<file path="src/rtl/inst_imm_encoder.sv">
// -----------------------------------------------------------------------------
// inst_imm_encoder
//
// Purpose:
//   Builds a 32-bit RV64I instruction word from an opcode class, register and
//   funct fields and a 64-bit signed immediate. It is the inverse of the core's
//   immediate-extension logic. The debug/program-loader path uses it to
//   assemble instructions before writing them to instruction memory.
//
//   The block is a two-stage valid/ready pipeline:
//     S1: captures the request and range-checks the immediate.
//     S2: packs the fields and holds the output register.
//   When the immediate is out of range, misaligned, or the opcode is
//   unsupported, the result is a NOP (32'h0000_0013) with out_err set.
//   Two saturating counters track accepted good and bad results.
//
// Ports:
//   clk        in   clock, rising-edge
//   rst_n      in   asynchronous active-low reset
//   in_valid   in   request valid
//   in_ready   out  request accepted when in_valid && in_ready
//   in_opcode  in   inst[6:2] opcode class
//   in_rd      in   destination register field
//   in_rs1     in   source 1 register field
//   in_rs2     in   source 2 register field
//   in_funct3  in   funct3 field
//   in_funct7  in   funct7 field (R-type only)
//   in_imm     in   signed immediate (byte offsets for B/JAL)
//   out_valid  out  result valid
//   out_ready  in   downstream accepts when out_valid && out_ready
//   out_inst   out  encoded instruction
//   out_err    out  immediate/opcode error flag
//   enc_cnt    out  accepted results with out_err=0 (saturating)
//   err_cnt    out  accepted results with out_err=1 (saturating)
// -----------------------------------------------------------------------------
module inst_imm_encoder #(
  parameter int CNT_W = 16
) (
  input  logic             clk,
  input  logic             rst_n,
  input  logic             in_valid,
  output logic             in_ready,
  input  logic [4:0]       in_opcode,
  input  logic [4:0]       in_rd,
  input  logic [4:0]       in_rs1,
  input  logic [4:0]       in_rs2,
  input  logic [2:0]       in_funct3,
  input  logic [6:0]       in_funct7,
  input  logic [63:0]      in_imm,
  output logic             out_valid,
  input  logic             out_ready,
  output logic [31:0]      out_inst,
  output logic             out_err,
  output logic [CNT_W-1:0] enc_cnt,
  output logic [CNT_W-1:0] err_cnt
);

  // Opcode classes, inst[6:2]
  localparam logic [4:0] OP_I_ARITH = 5'b00100;
  localparam logic [4:0] OP_I_LOAD  = 5'b00000;
  localparam logic [4:0] OP_JALR    = 5'b11001;
  localparam logic [4:0] OP_S       = 5'b01000;
  localparam logic [4:0] OP_B       = 5'b11000;
  localparam logic [4:0] OP_LUI     = 5'b01101;
  localparam logic [4:0] OP_AUIPC   = 5'b00101;
  localparam logic [4:0] OP_JAL     = 5'b11011;
  localparam logic [4:0] OP_R       = 5'b01100;

  localparam logic [31:0]      NOP_INST = 32'h0000_0013;
  localparam logic [CNT_W-1:0] CNT_ONE  = {{(CNT_W-1){1'b0}}, 1'b1};
  localparam logic [CNT_W-1:0] CNT_MAX  = {CNT_W{1'b1}};

  typedef enum logic [2:0] {
    CLS_I,
    CLS_S,
    CLS_B,
    CLS_U,
    CLS_J,
    CLS_R,
    CLS_BAD
  } enc_cls_e;

  // ---------------------------------------------------------------------------
  // Handshake
  // ---------------------------------------------------------------------------
  logic s1_valid_q;
  logic s2_valid_q;
  logic s1_adv;

  // S2 can take S1's contents when it is empty or is being drained this cycle.
  assign s1_adv    = !s2_valid_q || out_ready;
  assign in_ready  = !s1_valid_q || s1_adv;
  assign out_valid = s2_valid_q;

  // ---------------------------------------------------------------------------
  // S1 check logic (combinational on the incoming request)
  // ---------------------------------------------------------------------------
  // "Sign-extended from bit k" means in_imm[63:k] are all ones or all zeros.
  logic ok_11;
  logic ok_12;
  logic ok_20;
  logic ok_31;

  assign ok_11 = (&in_imm[63:11]) || !(|in_imm[63:11]);
  assign ok_12 = (&in_imm[63:12]) || !(|in_imm[63:12]);
  assign ok_20 = (&in_imm[63:20]) || !(|in_imm[63:20]);
  assign ok_31 = (&in_imm[63:31]) || !(|in_imm[63:31]);

  enc_cls_e cls_d;
  logic     err_d;

  always_comb begin
    cls_d = CLS_BAD;
    err_d = 1'b1;
    case (in_opcode)
      OP_I_ARITH, OP_I_LOAD, OP_JALR: begin
        cls_d = CLS_I;
        err_d = !ok_11;
      end
      OP_S: begin
        cls_d = CLS_S;
        err_d = !ok_11;
      end
      OP_B: begin
        cls_d = CLS_B;
        err_d = !ok_12 || in_imm[0];
      end
      OP_JAL: begin
        cls_d = CLS_J;
        err_d = !ok_20 || in_imm[0];
      end
      OP_LUI, OP_AUIPC: begin
        cls_d = CLS_U;
        err_d = !ok_31 || (|in_imm[11:0]);
      end
      OP_R: begin
        cls_d = CLS_R;
        err_d = 1'b0;
      end
      default: begin
        cls_d = CLS_BAD;
        err_d = 1'b1;
      end
    endcase
  end

  // ---------------------------------------------------------------------------
  // S1 registers
  // ---------------------------------------------------------------------------
  enc_cls_e    s1_cls_q;
  logic        s1_err_q;
  logic [4:0]  s1_op_q;
  logic [4:0]  s1_rd_q;
  logic [4:0]  s1_rs1_q;
  logic [4:0]  s1_rs2_q;
  logic [2:0]  s1_f3_q;
  logic [6:0]  s1_f7_q;
  // Only the low word is needed once the range check has been done.
  logic [31:0] s1_imm_q;

  always_ff @(posedge clk or negedge rst_n) begin
    if (!rst_n) begin
      s1_valid_q <= 1'b0;
      s1_cls_q   <= CLS_BAD;
      s1_err_q   <= 1'b0;
      s1_op_q    <= 5'd0;
      s1_rd_q    <= 5'd0;
      s1_rs1_q   <= 5'd0;
      s1_rs2_q   <= 5'd0;
      s1_f3_q    <= 3'd0;
      s1_f7_q    <= 7'd0;
      s1_imm_q   <= 32'd0;
    end else if (in_ready) begin
      s1_valid_q <= in_valid;
      if (in_valid) begin
        s1_cls_q <= cls_d;
        s1_err_q <= err_d;
        s1_op_q  <= in_opcode;
        s1_rd_q  <= in_rd;
        s1_rs1_q <= in_rs1;
        s1_rs2_q <= in_rs2;
        s1_f3_q  <= in_funct3;
        s1_f7_q  <= in_funct7;
        s1_imm_q <= in_imm[31:0];
      end
    end
  end

  // ---------------------------------------------------------------------------
  // S2 packing (combinational on S1 state)
  // ---------------------------------------------------------------------------
  logic [31:0] inst_d;
  logic [6:0]  opc7;

  assign opc7 = {s1_op_q, 2'b11};

  always_comb begin
    inst_d = NOP_INST;
    case (s1_cls_q)
      CLS_I: inst_d = {s1_imm_q[11:0], s1_rs1_q, s1_f3_q, s1_rd_q, opc7};
      CLS_S: inst_d = {s1_imm_q[11:5], s1_rs2_q, s1_rs1_q, s1_f3_q,
                       s1_imm_q[4:0], opc7};
      CLS_B: inst_d = {s1_imm_q[12], s1_imm_q[10:5], s1_rs2_q, s1_rs1_q,
                       s1_f3_q, s1_imm_q[4:1], s1_imm_q[11], opc7};
      CLS_U: inst_d = {s1_imm_q[31:12], s1_rd_q, opc7};
      CLS_J: inst_d = {s1_imm_q[20], s1_imm_q[10:1], s1_imm_q[11],
                       s1_imm_q[19:12], s1_rd_q, opc7};
      CLS_R: inst_d = {s1_f7_q, s1_rs2_q, s1_rs1_q, s1_f3_q, s1_rd_q, opc7};
      default: inst_d = NOP_INST;
    endcase
    if (s1_err_q) begin
      inst_d = NOP_INST;
    end
  end

  // ---------------------------------------------------------------------------
  // S2 / output registers and statistics
  // ---------------------------------------------------------------------------
  logic [31:0]      out_inst_q;
  logic             out_err_q;
  logic [CNT_W-1:0] enc_cnt_q;
  logic [CNT_W-1:0] err_cnt_q;

  always_ff @(posedge clk or negedge rst_n) begin
    if (!rst_n) begin
      s2_valid_q <= 1'b0;
      out_inst_q <= 32'd0;
      out_err_q  <= 1'b0;
      enc_cnt_q  <= '0;
      err_cnt_q  <= '0;
    end else begin
      // The counters see the result leaving this cycle, before it is replaced.
      if (s2_valid_q && out_ready) begin
        if (out_err_q) begin
          if (err_cnt_q != CNT_MAX) err_cnt_q <= err_cnt_q + CNT_ONE;
        end else begin
          if (enc_cnt_q != CNT_MAX) enc_cnt_q <= enc_cnt_q + CNT_ONE;
        end
      end
      if (s1_adv) begin
        s2_valid_q <= s1_valid_q;
        // The data registers only load on a real transfer, so a bubble leaves
        // the last word visible but flagged invalid.
        if (s1_valid_q) begin
          out_inst_q <= inst_d;
          out_err_q  <= s1_err_q;
        end
      end
    end
  end

  assign out_inst = out_inst_q;
  assign out_err  = out_err_q;
  assign enc_cnt  = enc_cnt_q;
  assign err_cnt  = err_cnt_q;

endmodule
</file>
<file path="config.mk">
export PLATFORM = sky130hd
export DESIGN_NAME = inst_imm_encoder
export DESIGN_NICKNAME = d
export VERILOG_FILES = /design/src/rtl/inst_imm_encoder.sv
export SDC_FILE = /design/constraint.sdc
export NUM_CORES = 1
export LEC_CHECK = 0
export ABC_AREA = 1
export BUFFER_PORTS_ARGS = -buffer_cell sky130_fd_sc_hd__buf_2
export CAP_MARGIN = 10
export CORE_MARGIN = 5
export CORE_UTILIZATION = 47
export CTS_CLUSTER_DIAMETER = 40
export DETAILED_ROUTE_END_ITERATION = 6
export HOLD_SLACK_MARGIN = 0.03
export PLACE_DENSITY = 0.73
export SYNTH_ARGS = -nofsm -noshare
export SYNTH_HDL_FRONTEND = slang
export SYNTH_SLANG_ARGS = --single-unit
</file>
<file path="constraint.sdc">
create_clock -name clk -period 3.1 [get_ports clk]
set_input_delay 0.155 -clock clk [delete_from_list [all_inputs] [get_ports clk]]
set_output_delay 0.155 -clock clk [all_outputs]
set_load 0.02 [all_outputs]
</file>
==> flow_metrics.py, run 1 <==
metrics = {
    "cells_and_area": {
        "fin_cells": 1268,
        "post-route-util": 0.6311,
        "nNetsFinal": 1175,
        "drive_above_1_share": 0.2086,
        "diodes": 0,
        "syn_to_final_growth_pct": 31.91,
    },
    "floorplanning": {
        "rows": 43,
        "dieWidth_um": 128.6,
        "initial_core_util": 0.4784,
        "core-area_um2": 13830,
        "dieArea_um2": 16550,
        "die_h_um": 128.6,
        "pin_count": 165,
    },
    "sta": {
        "fmax_ghz": 0.5213,
        "hold_violations": 0,
        "setup_tns_ns": 0,
        "rsz0062_at_grt": "false",
        "maxSlewViolCount": 0,
        "tightest_slew_ns": 0.7069,
        "period_needed_ns": 1.918,
        "hold_slack_ns": 0.04300,
        "relSlewSlack": 0.5287,
        "finalSetupViolations": 0,
        "clock-skew-final_ns": 0.008029,
        "finalCritPeriodShare": 0.6188,
    },
    "yosys": {
        "synth_fp_nets": 954,
        "synth.top_cell.area_share": 0.4918,
        "ys.warnings.count": 0,
        "synth_cell_type_count": 37,
        "ys_seq_area_frac": 0.4997,
        "netlist_instances": 854,
        "synth_top_cell_by_area": "dfrtp_1",
        "synth_area_um2": 6615,
        "synth.avg_cell_area_um2": 7.746,
        "synthTopCellsByArea": "dfrtp_1 (49%), nand2_1 (16%), nor2_1 (7.3%), inv_1 (4.4%), o21ai_0 (3.8%)",
        "ys_ff_latch": 132,
    },
    "clock_network": {
        "clk_pin_slew_worst_paths_ns": 0.06,
        "cts-root-buf": "clkbuf_16",
        "clk_latency_ns": 0.41,
        "cts_max_path_buffers": 2,
        "h-tree-depth": 4,
        "cts_buffers": 17,
        "ctsResizeCount": 0,
        "hold_buffers": 50,
        "cts_setup_buffers": 0,
        "cts.sinks": 132,
        "cts_tree": "built",
    },
    "grt": {
        "grt_pass1_vias": 6320,
        "grt_use_total": 0.2301,
        "grt_pass1_wl_um": 30220,
        "grt_start_max_net_pins": 73,
        "antenna_found_initial": 0,
        "grt_overflow": 0,
    },
    "drt": {
        "wirelength_um": 18290,
        "first_iter_violations": 403,
        "vias_per_cell": 5.017,
        "wire_per_inst_um": 14.43,
        "ant_nets": 0,
        "drc": 0,
        "vias": 6362,
        "firstDrtPassIters": 5,
    },
    "pwr": {
        "internal_power_mw": 3.542,
        "swShare": 0.2982,
        "power.switching_mw": 1.505,
        "power_frac_seq": 0.423,
        "power_frac_comb": 0.196,
        "vdd_drop_max_mv": 0.4218,
        "power_density_nw_per_um2": 578.4,
        "pwr-share-clk": 0.382,
        "leakage_nw": 4.449,
    },
    "placed_design": {
        "gp_congestion": 0.8725,
        "io_buffers": 164,
        "hpwl_um": 13730,
        "dp.cells": 1186,
    },
    "setup_path": {
        "cp_slowest_cell": "dfstp_2",
        "cp_max_fo": 13,
        "crit_chain": "inv_1 > nand3_1 > nand3_1 > a22o_1 > a22o_1",
        "slowest_delay_ns": 0.57,
        "critPathArrivalTime_ns": 2.22,
        "critPathRequiredTime_ns": 3.40,
        "path_class": "reg -> reg",
        "crit_path_end_kind": "flop",
        "cp_top_family": "simple AND/OR/NAND/NOR gates",
        "crit_path_start_kind": "flop",
        "cp.buffers_inverters": 1,
    },
    "outcome": {
        "status": "finished clean",
    },
    "job": {
        "maxCapViolCount": 0,
    },
    "hold_path": {
        "hp-class": "in -> reg",
    },
}
## cells in the final DEF (no fill, tap or decap), types with 17 or more instances in the layout
cell type,n
nand2_1,276
dfrtp_1,130
o21ai_0,50
clkbuf_16,17
xor2_1,21
nor2_1,129
dlygate4sd3_1,50
buf_2,163
nand3_1,34
inv_1,78
## power by group through the flow
stage	logic (mW)	registers [mW]	clock network, mW
after global routing	1.11	2.16	2.03
after CTS	0.995	2.13	1.95
after floorplan	0.466	2.24	0
after detailed placement	0.943	2.16	0
final	0.987	2.13	1.93
after global placement	0.926	2.15	0
## routing by layer
layer  vias to the layer above  GRT usage  wire length, um
met5                         -          0                0
li1                       3191          -                -
met3                        37    0.05230             1250
met4                         0    0.09265              482
met1                      2915     0.2827             7788
met2                       219     0.3935             8773
## cell type report
cell class / instances / area, um^2
Clock buffer: 23 / 508.0
Multi-Input combinational cell: 620 / 2918
Fill cell: 1227 / 5101
Sequential cell: 132 / 3306
Tap cell: 180 / 225.2
Inverter: 82 / 310.3
Clock inverter: 9 / 75.07
Timing Repair Buffer: 222 / 1384
## worst register-to-register path: stages (launching register included)
cell	delay (ns)
dfstp_2	0.57
inv_1	0.09
nand3_1	0.39
nand3_1	0.32
a22o_1	0.26
a22o_1	0.17
## state kept, by name, indices dropped and copies added, names as in the netlist, 3 cells and up
name      flops
s1_rd_q       5
s1_imm_q     32
out_inst     31
s1_cls_q      3
s1_f7_q       7
s1_rs1_q      5
s1_f3_q       3
s1_rs2_q      5
err_cnt      16
s1_op_q       5
enc_cnt      16
## through the flow
stage	setup slack [ns]	cell area, um^2	power [mW]
finish	1.182	8726	5.047
floorplan	1.442	6615	2.705
CTS	1.183	8726	5.080
global placement	1.236	7642	3.078
global route	1.049	8726	5.308
detailed placement	1.187	7642	3.102
## worst paths after layout
kind	startpoint	end	slack (ns)	depth (start not counted)
setup / recovery	s1_cls_q[2]	out_inst[8]	1.18	5
hold / removal	in_imm[16]	s1_imm_q[16]	0.04	3
setup reg to reg	s1_cls_q[2]	out_inst[8]	1.18	5
hold reg to reg	s1_rs1_q[4]	s1_rs1_q[4]	0.48	2
max in group asynchronous	rst_n	s1_cls_q[1]	1.88	3
min in group asynchronous	rst_n	s1_f7_q[2]	0.34	2
## cells in the mapped netlist (all sizes together)
master and n:
o22ai 5, dfrtp 130, a22o 12, inv 82, xor2 21, nand3 37, buf 6, o31ai 1
xnor2 8, a22oi 9, a211oi 1, ha 2, o21ai 61, and2 1, nand4 12, nor3 10
nand2 282, a221oi 10, a21oi 6, nor2 133, or2 3, o22a 1, nand3b 2, nor4 3
clkbuf 14, dfstp 2
## cell families after synthesis
kind of cell    after synthesis  share of synthesized area
buf+inv                     102                    0.05958
compound gates              106                    0.09835
xor+xnor                     29                    0.03840
simple gates                483                     0.3002
flops                       132                     0.4997
fa+ha+maj                     2                   0.003782
Note: power is estimated with default switching activity, not from simulation.
==> run 2: changes to the inputs <==
Clock period 3.1 ns to 1.8 ns, I/O delays scaled along.
==> run 2 against run 1 <==
Net effect:
- via count is 0.86% higher
- non-clock buffer count rose by 16
- register-to-register slack worse by 1.1 ns
- utilization grew 1.5 points
- clock power up 68%
- count of clock-buffer cells in the layout is 5 lower
- combinational power up 78%
- power rose by 72%
- critical path type unchanged
- largest cell class unchanged
- highest routed layer unchanged
==> flow_metrics.py, run 2 (same netlist as run 1, synthesis figures left out) <==
metrics = {
    "outcome": {
        "status": "finished clean",
    },
    "pwr": {
        "leakage_nw": 4.526,
        "pwr-share-clk": 0.373,
        "internal_power_mw": 5.985,
        "power_frac_seq": 0.424,
        "power_frac_comb": 0.202,
        "swShare": 0.3118,
        "vdd_drop_max_mv": 0.7523,
        "power_density_nw_per_um2": 974.2,
        "power.switching_mw": 2.712,
    },
    "setup_path": {
        "crit_path_end_kind": "flop",
        "crit_start": "s1_cls_q[2]",
        "critPathRequiredTime_ns": 2.09,
        "cp.buffers_inverters": 2,
        "r2r_cells": 7,
        "cpMostUsedCell": "inv_1",
        "ff2ff_setup_slack_ns": 0.12,
        "crit_chain": "inv_1 > nand3_2 > nand2_2 > inv_1 > nand2_1 > a221oi_2 > o21ai_1",
        "critPathArrivalTime_ns": 1.97,
        "cp_slowest_cell": "dfstp_2",
        "path_class": "reg -> reg",
        "worst_r2r_endpoint": "out_inst[29]",
        "rr_startpoint": "s1_cls_q[2]",
        "cp_top_family": "flip-flops",
        "cp-endpoint": "out_inst[29]",
        "crit_path_start_kind": "flop",
        "cp_max_fo": 6,
        "slowest_delay_ns": 0.56,
        "worst-path-stages": 7,
    },
    "grt": {
        "grt_start_max_net_pins": 51,
        "grt_pass1_vias": 6412,
        "grt_use_total": 0.2308,
        "grt_overflow": 0,
        "grt_pass1_wl_um": 30720,
        "antenna_found_initial": 0,
    },
    "cells_and_area": {
        "syn_to_final_growth_pct": 34.95,
        "layout_common_cells": "nand2_1 (276), buf_2 (163), dfrtp_1 (130), nor2_1 (128), inv_1 (78)",
        "drive_above_1_share": 0.2147,
        "top_register": "s1_imm_q",
        "nNetsFinal": 1191,
        "diodes": 0,
        "fin_cells": 1284,
        "final_common_cell": "nand2_1",
        "post-route-util": 0.6456,
        "largest_reg_flops": 32,
    },
    "clock_network": {
        "cts_setup_buffers": 0,
        "clk_latency_ns": 0.41,
        "cts_tree": "built",
        "cts_buffers": 17,
        "h-tree-depth": 4,
        "cts_max_path_buffers": 2,
        "cts-root-buf": "clkbuf_16",
        "clk_pin_slew_worst_paths_ns": 0.06,
        "cts.sinks": 132,
    },
    "job": {
        "maxCapViolCount": 0,
    },
    "drt": {
        "firstDrtPassIters": 4,
        "ant_nets": 0,
        "wire_per_inst_um": 14.33,
        "vias": 6417,
        "vias_per_cell": 4.998,
        "drc": 0,
        "first_iter_violations": 396,
        "wirelength_um": 18410,
    },
    "sta": {
        "fmax_ghz": 0.5951,
        "setup_ws_ns": 0.1196,
        "hold_violations": 0,
        "tightest_slew_ns": 0.5049,
        "period_needed_ns": 1.680,
        "relSlewSlack": 0.6634,
        "rsz0062_at_grt": "true",
        "clock-skew-final_ns": 0.01149,
        "maxSlewViolCount": 0,
        "setup_tns_ns": 0,
        "finalSetupViolations": 0,
        "finalCritPeriodShare": 0.9336,
    },
    "hold_path": {
        "hp-class": "in -> reg",
    },
    "placed_design": {
        "io_buffers": 164,
        "dp_slack_ns": 0.1189,
        "dp.cells": 1192,
        "hpwl_um": 13940,
        "gp_congestion": 0.8628,
    },
    "floorplanning": {
        "pin_count": 165,
        "rows": 43,
        "core-area_um2": 13830,
        "dieArea_um2": 16550,
        "dieWidth_um": 128.6,
        "die_h_um": 128.6,
        "initial_core_util": 0.4784,
    },
}
[run 2: cell count changes in the layout (fill, tap and decap cells not counted), moves of 4 or more]
cell	change
clkinv_4	+5
dlygate4sd3_1	+10
buf_12	+4
clkbuf_8	-5
[run 2: timing repair]
action,in CTS,in global routing
resized for setup,0,4
hold endpoints to repair,91,0
hold buffers,60,0
setup endpoints to repair,0,3
[run 2: final cells by class]
cell class              count  area, um^2
clock buffers              18       439.2
clock inverters            14       128.9
fillers                  1191        4900
inverters                  82       310.3
multi-input cells         620        2939
flip-flops and latches    132        3306
well taps                 180       225.2
repair buffers            238        1579
[run 2: worst min-delay path by stage]
stage,start,end,slack [ns],cells after the start
2_1_floorplan,rst_n,enc_cnt[0],-0.21,0
3_3_place_gp,rst_n,enc_cnt[4],0.08,1
3_5_place_dp,rst_n,enc_cnt[4],0.08,1
4_1_cts,in_opcode[4],s1_cls_q[0],0.03,4
5_1_grt,in_imm[11],s1_imm_q[11],0.08,3
6_report,in_opcode[2],s1_op_q[2],0.04,3
[run 2: per-layer routing]
metal / vias up / part of all wire / GRT usage
met4: 0 / 0.024 / 0.07783
li1: 3205 / - / -
met1: 2980 / 0.43 / 0.2928
met3: 32 / 0.063 / 0.04774
met2: 200 / 0.49 / 0.3950
met5: - / 0 / 0
[run 2: stage by stage]
step	hold slack (ns)	cell area (um^2)	total power, mW
6_report	0.04404	8927	8.697
5_1_grt	0.07835	8927	9.132
4_1_cts	0.03270	8906	8.730
3_5_place_dp	0.08132	7737	5.378
3_3_place_gp	0.08057	7737	5.339
2_1_floorplan	-0.2056	6615	4.658
[run 2: tightest hold or removal path: cells and delay by family]
kind,cells,cell delay [ns]
buffers and inverters,2,0.22
AOI/OAI and AO/OA,1,0.09
[run 2: power groups by stage]
stage | Sequential (mW) | Clock [mW] | Combinational, mW
finish | 3.69 | 3.25 | 1.76
global route | 3.74 | 3.41 | 1.98
CTS | 3.68 | 3.29 | 1.76
detailed placement | 3.73 | 0 | 1.65
global placement | 3.71 | 0 | 1.63
floorplan | 3.86 | 0 | 0.802
